## config.mk

```make
export PLATFORM = sky130hd
export DESIGN_NAME = rggen_register_access_initiator_flat
export DESIGN_NICKNAME = d
export VERILOG_FILES = /design/src/rtl/rggen_rtl_pkg.sv /design/src/rtl/rggen_register_access_initiator_if.sv /design/src/rtl/rggen_register_response_mux.sv /design/src/rtl/rggen_register_access_initiator.sv /design/src/flat_wrapper.sv
export SDC_FILE = /design/constraint.sdc
export NUM_CORES = 1
export LEC_CHECK = 0
export CAP_MARGIN = 20
export CORE_ASPECT_RATIO = 1.75
export CORE_MARGIN = 1
export CORE_UTILIZATION = 42
export CTS_CLUSTER_SIZE = 25
export DETAILED_ROUTE_END_ITERATION = 10
export PLACE_DENSITY = 0.78
export SLEW_MARGIN = 20
export SYNTH_ARGS = -nofsm -noshare
export SYNTH_HDL_FRONTEND = slang
export SYNTH_SLANG_ARGS = --single-unit
```

## constraint.sdc

```tcl
create_clock -name i_clk -period 4.6 [get_ports i_clk]
set_input_delay 0.69 -clock i_clk [delete_from_list [all_inputs] [get_ports i_clk]]
set_output_delay 0.69 -clock i_clk [all_outputs]
set_load 0.03 [all_outputs]
```

## src/rtl/rggen_rtl_pkg.sv

```systemverilog
// Shared types for the register access initiator: access kinds, response
// status codes, the initiator FSM states and a helper for counter sizing.
package rggen_rtl_pkg;

   typedef enum logic [1:0] {
      RGGEN_READ  = 2'b10,
      RGGEN_WRITE = 2'b11
   } rggen_access_t;

   typedef enum logic [1:0] {
      RGGEN_OKAY   = 2'b00,
      RGGEN_EXOKAY = 2'b01,
      RGGEN_SLVERR = 2'b10,
      RGGEN_DECERR = 2'b11
   } rggen_status_t;

   typedef enum logic [1:0] {
      ST_IDLE    = 2'b00,
      ST_ACCESS  = 2'b01,
      ST_RESPOND = 2'b10
   } initiator_state_t;

   // Counter must hold 0..cycles; a disabled timeout still gets a 1-bit counter.
   function automatic int timeout_count_width(int cycles);
      return (cycles > 0) ? $clog2(cycles + 1) : 1;
   endfunction

endpackage

```

## src/rtl/rggen_register_access_initiator_if.sv

```systemverilog
// Host request/response channel plus the register fan-out/fan-in bundle.
// Signal directions in the names are as seen from the initiator.
interface rggen_register_access_initiator_if #(
   parameter int ADDRESS_WIDTH = 8,
   parameter int BUS_WIDTH     = 32,
   parameter int REGISTERS     = 1
);
   logic                           i_host_valid;
   logic                           o_host_ready;
   logic [ADDRESS_WIDTH-1:0]       i_host_address;
   logic                           i_host_write;
   logic [BUS_WIDTH-1:0]           i_host_write_data;
   logic [BUS_WIDTH-1:0]           i_host_mask;
   logic                           o_host_resp_valid;
   logic                           i_host_resp_ready;
   logic [1:0]                     o_host_status;
   logic [BUS_WIDTH-1:0]           o_host_read_data;
   logic                           o_register_valid;
   logic [1:0]                     o_register_access;
   logic [ADDRESS_WIDTH-1:0]       o_register_address;
   logic [BUS_WIDTH-1:0]           o_register_write_data;
   logic [BUS_WIDTH-1:0]           o_register_mask;
   logic [REGISTERS-1:0]           i_register_active;
   logic [REGISTERS-1:0]           i_register_ready;
   logic [2*REGISTERS-1:0]         i_register_status;
   logic [BUS_WIDTH*REGISTERS-1:0] i_register_read_data;

   // Initiator view
   modport master (
      input  i_host_valid, i_host_address, i_host_write, i_host_write_data, i_host_mask,
      input  i_host_resp_ready,
      output o_host_ready, o_host_resp_valid, o_host_status, o_host_read_data,
      output o_register_valid, o_register_access, o_register_address,
      output o_register_write_data, o_register_mask,
      input  i_register_active, i_register_ready, i_register_status, i_register_read_data
   );

   // Host and register responders view
   modport slave (
      output i_host_valid, i_host_address, i_host_write, i_host_write_data, i_host_mask,
      output i_host_resp_ready,
      input  o_host_ready, o_host_resp_valid, o_host_status, o_host_read_data,
      input  o_register_valid, o_register_access, o_register_address,
      input  o_register_write_data, o_register_mask,
      output i_register_active, i_register_ready, i_register_status, i_register_read_data
   );
endinterface

```

## src/rtl/rggen_register_response_mux.sv

```systemverilog
// Fan-in of register responses: only registers that are both active and ready
// contribute; their status and read data are OR-combined.
module rggen_register_response_mux
   import rggen_rtl_pkg::*;
#(
   parameter int REGISTERS = 1,
   parameter int BUS_WIDTH = 32
) (
   input  logic [REGISTERS-1:0]           i_active,
   input  logic [REGISTERS-1:0]           i_ready,
   input  logic [2*REGISTERS-1:0]         i_status,
   input  logic [BUS_WIDTH*REGISTERS-1:0] i_read_data,
   output logic                           o_hit,
   output logic                           o_done,
   output rggen_status_t                  o_status,
   output logic [BUS_WIDTH-1:0]           o_read_data
);
   logic [REGISTERS-1:0] select;
   logic [1:0]           status_or;

   assign select   = i_active & i_ready;
   assign o_hit    = |i_active;
   assign o_done   = |select;
   assign o_status = rggen_status_t'(status_or);

   // OR-reduce the responses of the selected registers
   always_comb begin
      status_or   = '0;
      o_read_data = '0;
      for (int i = 0; i < REGISTERS; i++) begin
         if (select[i]) begin
            status_or   = status_or | i_status[2*i+:2];
            o_read_data = o_read_data | i_read_data[BUS_WIDTH*i+:BUS_WIDTH];
         end
      end
   end
endmodule

```

## src/rtl/rggen_register_access_initiator.sv

```systemverilog
// Initiator end of the register access protocol: one outstanding access,
// broadcast to all registers, with decode-error and timeout termination.
module rggen_register_access_initiator
   import rggen_rtl_pkg::*;
#(
   parameter int ADDRESS_WIDTH  = 8,
   parameter int BUS_WIDTH      = 32,
   parameter int REGISTERS      = 1,
   parameter int TIMEOUT_CYCLES = 64
) (
   input logic i_clk,
   input logic i_rst,
   rggen_register_access_initiator_if.master bus_if
);
   localparam int                CW           = timeout_count_width(TIMEOUT_CYCLES);
   localparam logic [CW-1:0]     TIMEOUT_LAST = CW'((TIMEOUT_CYCLES > 0) ? TIMEOUT_CYCLES - 1 : 0);

   initiator_state_t           state_q, state_d;
   logic [1:0]                 access_q, access_d;
   logic [ADDRESS_WIDTH-1:0]   address_q, address_d;
   logic [BUS_WIDTH-1:0]       write_data_q, write_data_d;
   logic [BUS_WIDTH-1:0]       mask_q, mask_d;
   rggen_status_t              status_q, status_d;
   logic [BUS_WIDTH-1:0]       read_data_q, read_data_d;
   logic [CW-1:0]              count_q, count_d;

   logic                       hit;
   logic                       done;
   logic                       timeout_hit;
   rggen_status_t              mux_status;
   logic [BUS_WIDTH-1:0]       mux_read_data;

   rggen_register_response_mux #(
      .REGISTERS (REGISTERS),
      .BUS_WIDTH (BUS_WIDTH)
   ) u_response_mux (
      .i_active    (bus_if.i_register_active),
      .i_ready     (bus_if.i_register_ready),
      .i_status    (bus_if.i_register_status),
      .i_read_data (bus_if.i_register_read_data),
      .o_hit       (hit),
      .o_done      (done),
      .o_status    (mux_status),
      .o_read_data (mux_read_data)
   );

   generate
      if (TIMEOUT_CYCLES > 0) begin : g_timeout
         assign timeout_hit = (count_q == TIMEOUT_LAST);
      end else begin : g_no_timeout
         assign timeout_hit = 1'b0;
      end
   endgenerate

   // Next-state, request latching, timeout counting and response capture
   always_comb begin
      state_d      = state_q;
      access_d     = access_q;
      address_d    = address_q;
      write_data_d = write_data_q;
      mask_d       = mask_q;
      status_d     = status_q;
      read_data_d  = read_data_q;
      count_d      = count_q;
      case (state_q)
         ST_IDLE: begin
            count_d = '0;
            if (bus_if.i_host_valid) begin
               state_d      = ST_ACCESS;
               access_d     = bus_if.i_host_write ? RGGEN_WRITE : RGGEN_READ;
               address_d    = bus_if.i_host_address;
               write_data_d = bus_if.i_host_write_data;
               mask_d       = bus_if.i_host_mask;
            end
         end
         ST_ACCESS: begin
            if (count_q != '1) begin
               count_d = count_q + CW'(1);
            end
            // A completing register wins over decode error and timeout
            if (done) begin
               state_d     = ST_RESPOND;
               status_d    = mux_status;
               read_data_d = (access_q == RGGEN_WRITE) ? '0 : mux_read_data;
            end else if (!hit) begin
               state_d     = ST_RESPOND;
               status_d    = RGGEN_DECERR;
               read_data_d = '0;
            end else if (timeout_hit) begin
               state_d     = ST_RESPOND;
               status_d    = RGGEN_SLVERR;
               read_data_d = '0;
            end
         end
         ST_RESPOND: begin
            if (bus_if.i_host_resp_ready) begin
               state_d = ST_IDLE;
            end
         end
         default: state_d = ST_IDLE;
      endcase
   end

   // State and datapath registers, cleared asynchronously
   always_ff @(posedge i_clk or posedge i_rst) begin
      if (i_rst) begin
         state_q      <= ST_IDLE;
         access_q     <= '0;
         address_q    <= '0;
         write_data_q <= '0;
         mask_q       <= '0;
         status_q     <= RGGEN_OKAY;
         read_data_q  <= '0;
         count_q      <= '0;
      end else begin
         state_q      <= state_d;
         access_q     <= access_d;
         address_q    <= address_d;
         write_data_q <= write_data_d;
         mask_q       <= mask_d;
         status_q     <= status_d;
         read_data_q  <= read_data_d;
         count_q      <= count_d;
      end
   end

   assign bus_if.o_host_ready          = (state_q == ST_IDLE);
   assign bus_if.o_host_resp_valid     = (state_q == ST_RESPOND);
   assign bus_if.o_host_status         = status_q;
   assign bus_if.o_host_read_data      = read_data_q;
   assign bus_if.o_register_valid      = (state_q == ST_ACCESS);
   assign bus_if.o_register_access     = access_q;
   assign bus_if.o_register_address    = address_q;
   assign bus_if.o_register_write_data = write_data_q;
   assign bus_if.o_register_mask       = mask_q;
endmodule

```

## src/flat_wrapper.sv

```systemverilog
// flat-port wrapper written by rule: the top's interface ports become plain ports
module rggen_register_access_initiator_flat import rggen_rtl_pkg::*;
#(
   parameter int ADDRESS_WIDTH  = 8,
   parameter int BUS_WIDTH      = 32,
   parameter int REGISTERS      = 1,
   parameter int TIMEOUT_CYCLES = 64
)
  (i_clk, i_rst, bus_if_i_host_valid, bus_if_i_host_address, bus_if_i_host_write, bus_if_i_host_write_data, bus_if_i_host_mask, bus_if_i_host_resp_ready, bus_if_o_host_ready, bus_if_o_host_resp_valid, bus_if_o_host_status, bus_if_o_host_read_data, bus_if_o_register_valid, bus_if_o_register_access, bus_if_o_register_address, bus_if_o_register_write_data, bus_if_o_register_mask, bus_if_i_register_active, bus_if_i_register_ready, bus_if_i_register_status, bus_if_i_register_read_data);
  rggen_register_access_initiator_if #(.ADDRESS_WIDTH(ADDRESS_WIDTH), .BUS_WIDTH(BUS_WIDTH), .REGISTERS(REGISTERS)) bus_if_i ();
  input logic i_clk;
  input logic i_rst;
  input wire logic [$bits(bus_if_i.i_host_valid)-1:0] bus_if_i_host_valid;
  input wire logic [$bits(bus_if_i.i_host_address)-1:0] bus_if_i_host_address;
  input wire logic [$bits(bus_if_i.i_host_write)-1:0] bus_if_i_host_write;
  input wire logic [$bits(bus_if_i.i_host_write_data)-1:0] bus_if_i_host_write_data;
  input wire logic [$bits(bus_if_i.i_host_mask)-1:0] bus_if_i_host_mask;
  input wire logic [$bits(bus_if_i.i_host_resp_ready)-1:0] bus_if_i_host_resp_ready;
  output wire logic [$bits(bus_if_i.o_host_ready)-1:0] bus_if_o_host_ready;
  output wire logic [$bits(bus_if_i.o_host_resp_valid)-1:0] bus_if_o_host_resp_valid;
  output wire logic [$bits(bus_if_i.o_host_status)-1:0] bus_if_o_host_status;
  output wire logic [$bits(bus_if_i.o_host_read_data)-1:0] bus_if_o_host_read_data;
  output wire logic [$bits(bus_if_i.o_register_valid)-1:0] bus_if_o_register_valid;
  output wire logic [$bits(bus_if_i.o_register_access)-1:0] bus_if_o_register_access;
  output wire logic [$bits(bus_if_i.o_register_address)-1:0] bus_if_o_register_address;
  output wire logic [$bits(bus_if_i.o_register_write_data)-1:0] bus_if_o_register_write_data;
  output wire logic [$bits(bus_if_i.o_register_mask)-1:0] bus_if_o_register_mask;
  input wire logic [$bits(bus_if_i.i_register_active)-1:0] bus_if_i_register_active;
  input wire logic [$bits(bus_if_i.i_register_ready)-1:0] bus_if_i_register_ready;
  input wire logic [$bits(bus_if_i.i_register_status)-1:0] bus_if_i_register_status;
  input wire logic [$bits(bus_if_i.i_register_read_data)-1:0] bus_if_i_register_read_data;
  assign bus_if_i.i_host_valid = bus_if_i_host_valid;
  assign bus_if_i.i_host_address = bus_if_i_host_address;
  assign bus_if_i.i_host_write = bus_if_i_host_write;
  assign bus_if_i.i_host_write_data = bus_if_i_host_write_data;
  assign bus_if_i.i_host_mask = bus_if_i_host_mask;
  assign bus_if_i.i_host_resp_ready = bus_if_i_host_resp_ready;
  assign bus_if_o_host_ready = bus_if_i.o_host_ready;
  assign bus_if_o_host_resp_valid = bus_if_i.o_host_resp_valid;
  assign bus_if_o_host_status = bus_if_i.o_host_status;
  assign bus_if_o_host_read_data = bus_if_i.o_host_read_data;
  assign bus_if_o_register_valid = bus_if_i.o_register_valid;
  assign bus_if_o_register_access = bus_if_i.o_register_access;
  assign bus_if_o_register_address = bus_if_i.o_register_address;
  assign bus_if_o_register_write_data = bus_if_i.o_register_write_data;
  assign bus_if_o_register_mask = bus_if_i.o_register_mask;
  assign bus_if_i.i_register_active = bus_if_i_register_active;
  assign bus_if_i.i_register_ready = bus_if_i_register_ready;
  assign bus_if_i.i_register_status = bus_if_i_register_status;
  assign bus_if_i.i_register_read_data = bus_if_i_register_read_data;
  rggen_register_access_initiator #(.ADDRESS_WIDTH(ADDRESS_WIDTH), .BUS_WIDTH(BUS_WIDTH), .REGISTERS(REGISTERS), .TIMEOUT_CYCLES(TIMEOUT_CYCLES)) u_core (.i_clk(i_clk), .i_rst(i_rst), .bus_if(bus_if_i));
endmodule
```

==> impl_metrics.csv <==
group,metric,value,unit
synthesis,synthesis.nets,447,
clocking,clock_sinks,117,
flow_run,max-cap-violations,0,
placement,dpl.cell_count,673,
critical_path,cp.required,3910,ps
hold_path,hold_start,"u_core.bus_if.o_register_address[3]",
power,p_sw,2.449,mW
clocking,cts-buffers-inserted,17,
critical_path,cp_top_family,"buffers and inverters",
timing,setup_viol,0,
critical_path,slowest_stage,"clkdlybuf4s50_1",
hold_path,hp-class,"reg2reg",
cells_and_area,ff_latch_area,0.002928,mm²
cells_and_area,diodes,0,
power,pwr-share-comb,0.507,
floorplanning,design.core.area,0.01171,mm²
synthesis,netlist_instances,333,
timing,finalClockSkew,7.874,ps
floorplanning,fp.dieArea,0.01258,mm²
synthesis,synth_edf_count,0,
cells_and_area,drive_above_1_share,0.2105,
power,power_frac_seq,0.293,
floorplanning,initial_core_util,0.4347,
timing,tightest_slew,854.6,ps
power,p_sw_frac,0.3910,
placement,placed_area,0.007301,mm²
cells_and_area,multi_input_area,0.001904,mm²
power,peakVddDrop,0.0004052,V
clocking,clkSlewWorstSetupHoldPaths,50,ps
timing,rsz0062_at_grt,"no",
placement,routabilityCongestion,0.7983,
cells_and_area,final_area,0.007873,mm²
global_route,globalRouteOverflowTotal,0,
placement,hpwlAfterDp,9323,µm
clocking,htreeDepth,4,
synthesis,synth-seq-cells,117,
critical_path,r2r-end,"u_core.bus_if.o_register_mask[3]",
drt,drtAntennaViolNets,0,
synthesis,yosysWarningCount,0,
critical_path,path_buf_inv,2,
critical_path,path_cells,"inv_1 -> nor2_1 -> clkdlybuf4s50_1",
critical_path,cp.arrival,2010,ps
drt,wire_per_inst,18.78,µm
global_route,grt_pass1_vias,3951,
timing,hold_viol_final,0,
cells_and_area,areaGrowthSynthToFinish,54.63,%
critical_path,r2r_cells,4,
power,p_clk_frac,0.200,
global_route,antenna_found_initial,0,
timing,max_freq,370.9,MHz
clocking,clkLatencyLatePin,410,ps
power,p_int,3.814,mW
cells_and_area,fillers,888,
drt,drt_iter0_markers,105,
drt,routed_wl,13240,µm
critical_path,start_kind,"flop",
cells_and_area,fin_nets,671,
power,power_density,795.6,mW/mm²
clocking,clockRootBuffer,"clkbuf_16",
synthesis,synth_area,0.005091,mm²
drt,drc_errors,0,
global_route,grt_max_degree,69,
synthesis,async_reset_ff_frac,1.000,
drt,vias_per_cell,5.217,
timing,drv_slew,0,
placement,io_buffers,223,
cells_and_area,final_cells,705,
critical_path,worst-path-max-fanout,11,
synthesis,synth_cell_types,44,
critical_path,endpoint_kind,"output port",
run_status,outcome,"finished, final reports clean",
timing,post-route-period-util,0.5861,
synthesis,synth_area_leaders,"dfrtp_1 58%, mux2_4 14%, a32o_1 6.3%, mux2_2 5.5%, a21o_1 4.7%",
synthesis,synth_seq_area_share,0.5751,
clocking,post_cts_buffers,0,
global_route,grt_pass1_wl,20830,µm
timing,setup_tns,0,ps
timing,relSlewSlack,0.4303,
synthesis,synth_top_area_cell,"dfrtp_1",
timing,period_needed,2696,ps
clocking,cts_tree,"done",
synthesis,ys.flop_type,"dfrtp_1",
clocking,clockBufferDepth,2,
power,cellLeakagePower,3.535,nW
floorplanning,pin_count,224,
drt,drt-pass1-iter-count,4,
synthesis,syn-mean-instance-area,15.29,µm²
drt,dr_total_vias,3678,
hold_path,hold_end,"u_core.bus_if.o_register_address[3]",
critical_path,path_class,"reg2out",
global_route,gr-usage-all-layers,0.2172,
timing,finalHoldWorstSlack,502.4,ps
clocking,cts_resized,0,
floorplanning,die_h,147.6,µm
critical_path,r2r-start,"u_core.state_q[0]",
floorplanning,die_w,85.23,µm
critical_path,ff2ff_setup_slack,2290,ps
floorplanning,fp-row-count,52,
synthesis,synth_top_area_share,0.5751,
clocking,hold_buffers,0,
hold_path,hold_depth,1,
critical_path,critical-path-max-stage-delay,720,ps
[cell usage in the layout, fill, tap and decap left out, types with 6 or more instances in the layout]
master,netlist,layout
clkdlybuf4s50_1,0,223
dfrtp_1,117,117
mux2_4,48,48
a32o_1,32,32
a21o_1,32,32
mux2_2,25,25
clkbuf_16,0,17
buf_4,2,6
[registers in the layout, summed over array words and instances (netlist names)]
signal	cells
u_core.bus_if.o_host_read_data	32
u_core.bus_if.o_host_status	2
u_core.bus_if.o_register_access	2
u_core.bus_if.o_register_address	8
u_core.bus_if.o_register_mask	32
u_core.bus_if.o_register_write_data	32
u_core.count_q	7
u_core.state_q	2
[layer usage]
layer,global-route usage,wire [µm]
met1,0.2374,4929
met2,0.3891,7387
met3,0.05974,685
met4,0.09322,238
met5,0,0
[synth_stat cells (all sizes together) (2+ instances only)]
cell type,instances
a21o,32
a21oi,4
a31oi,2
a32o,32
and2,4
buf,24
dfrtp,117
inv,6
mux2,73
nand2,5
nand2b,3
nor2,3
nor3,2
o211ai,2
o22ai,2
or2,2
[power by group through the flow]
| stage | registers (mW) | logic [mW] | clock network, mW |
|---|---|---|---|
| 2_1_floorplan | 2.69 | 1.15 | 0 |
| 3_3_place_gp | 1.82 | 3.14 | 0 |
| 3_5_place_dp | 1.84 | 3.19 | 0 |
| 4_1_cts | 1.84 | 3.20 | 1.28 |
| 5_1_grt | 1.89 | 3.32 | 1.33 |
| 6_report | 1.83 | 3.18 | 1.25 |
[cells by family after synthesis]
group | synth area share
adder cells (fa/ha/maj) | 0.002457
AO/OA/AOI/OAI | 0.1381
buffers and inverters | 0.05210
AND/OR/NAND/NOR | 0.03539
flip-flops | 0.5751
multiplexers | 0.1969
[layout make-up]
class	count	share of cell area
Sequential cell	117	0.3719
Timing Repair Buffer	229	0.2893
Clock inverter	14	0.01653
Clock buffer	18	0.05579
Multi-Input combinational cell	186	0.2419
Tap cell	135	0.02146
Inverter	6	0.003179
[through the flow]
| step | util | setup slack [ps] | total power, mW |
|---|---|---|---|
| floorplan | - | 809.2 | 3.845 |
| detailed placement | 0.6234 | 1919 | 5.030 |
| CTS | 0.6720 | 1886 | 6.321 |
| finish | 0.6722 | 1904 | 6.263 |
| global route | 0.6722 | 1781 | 6.545 |
| global placement | 0.6234 | 1964 | 4.956 |
[how the worst max path moves through the flow]
stage	slack [ps]	cells after the start	endpoint	startpoint
floorplan	810	1	u_core.bus_if.o_host_read_data[0]	i_rst
finish	1900	3	bus_if_o_host_resp_valid	u_core.state_q[1]
global route	1780	3	bus_if_o_host_resp_valid	u_core.state_q[1]
CTS	1890	3	bus_if_o_host_resp_valid	u_core.state_q[1]
detailed placement	1920	4	u_core.bus_if.o_register_write_data[29]	bus_if_i_host_valid
global placement	1960	4	u_core.bus_if.o_register_write_data[29]	bus_if_i_host_valid
(Power assumes the default switching activity.)
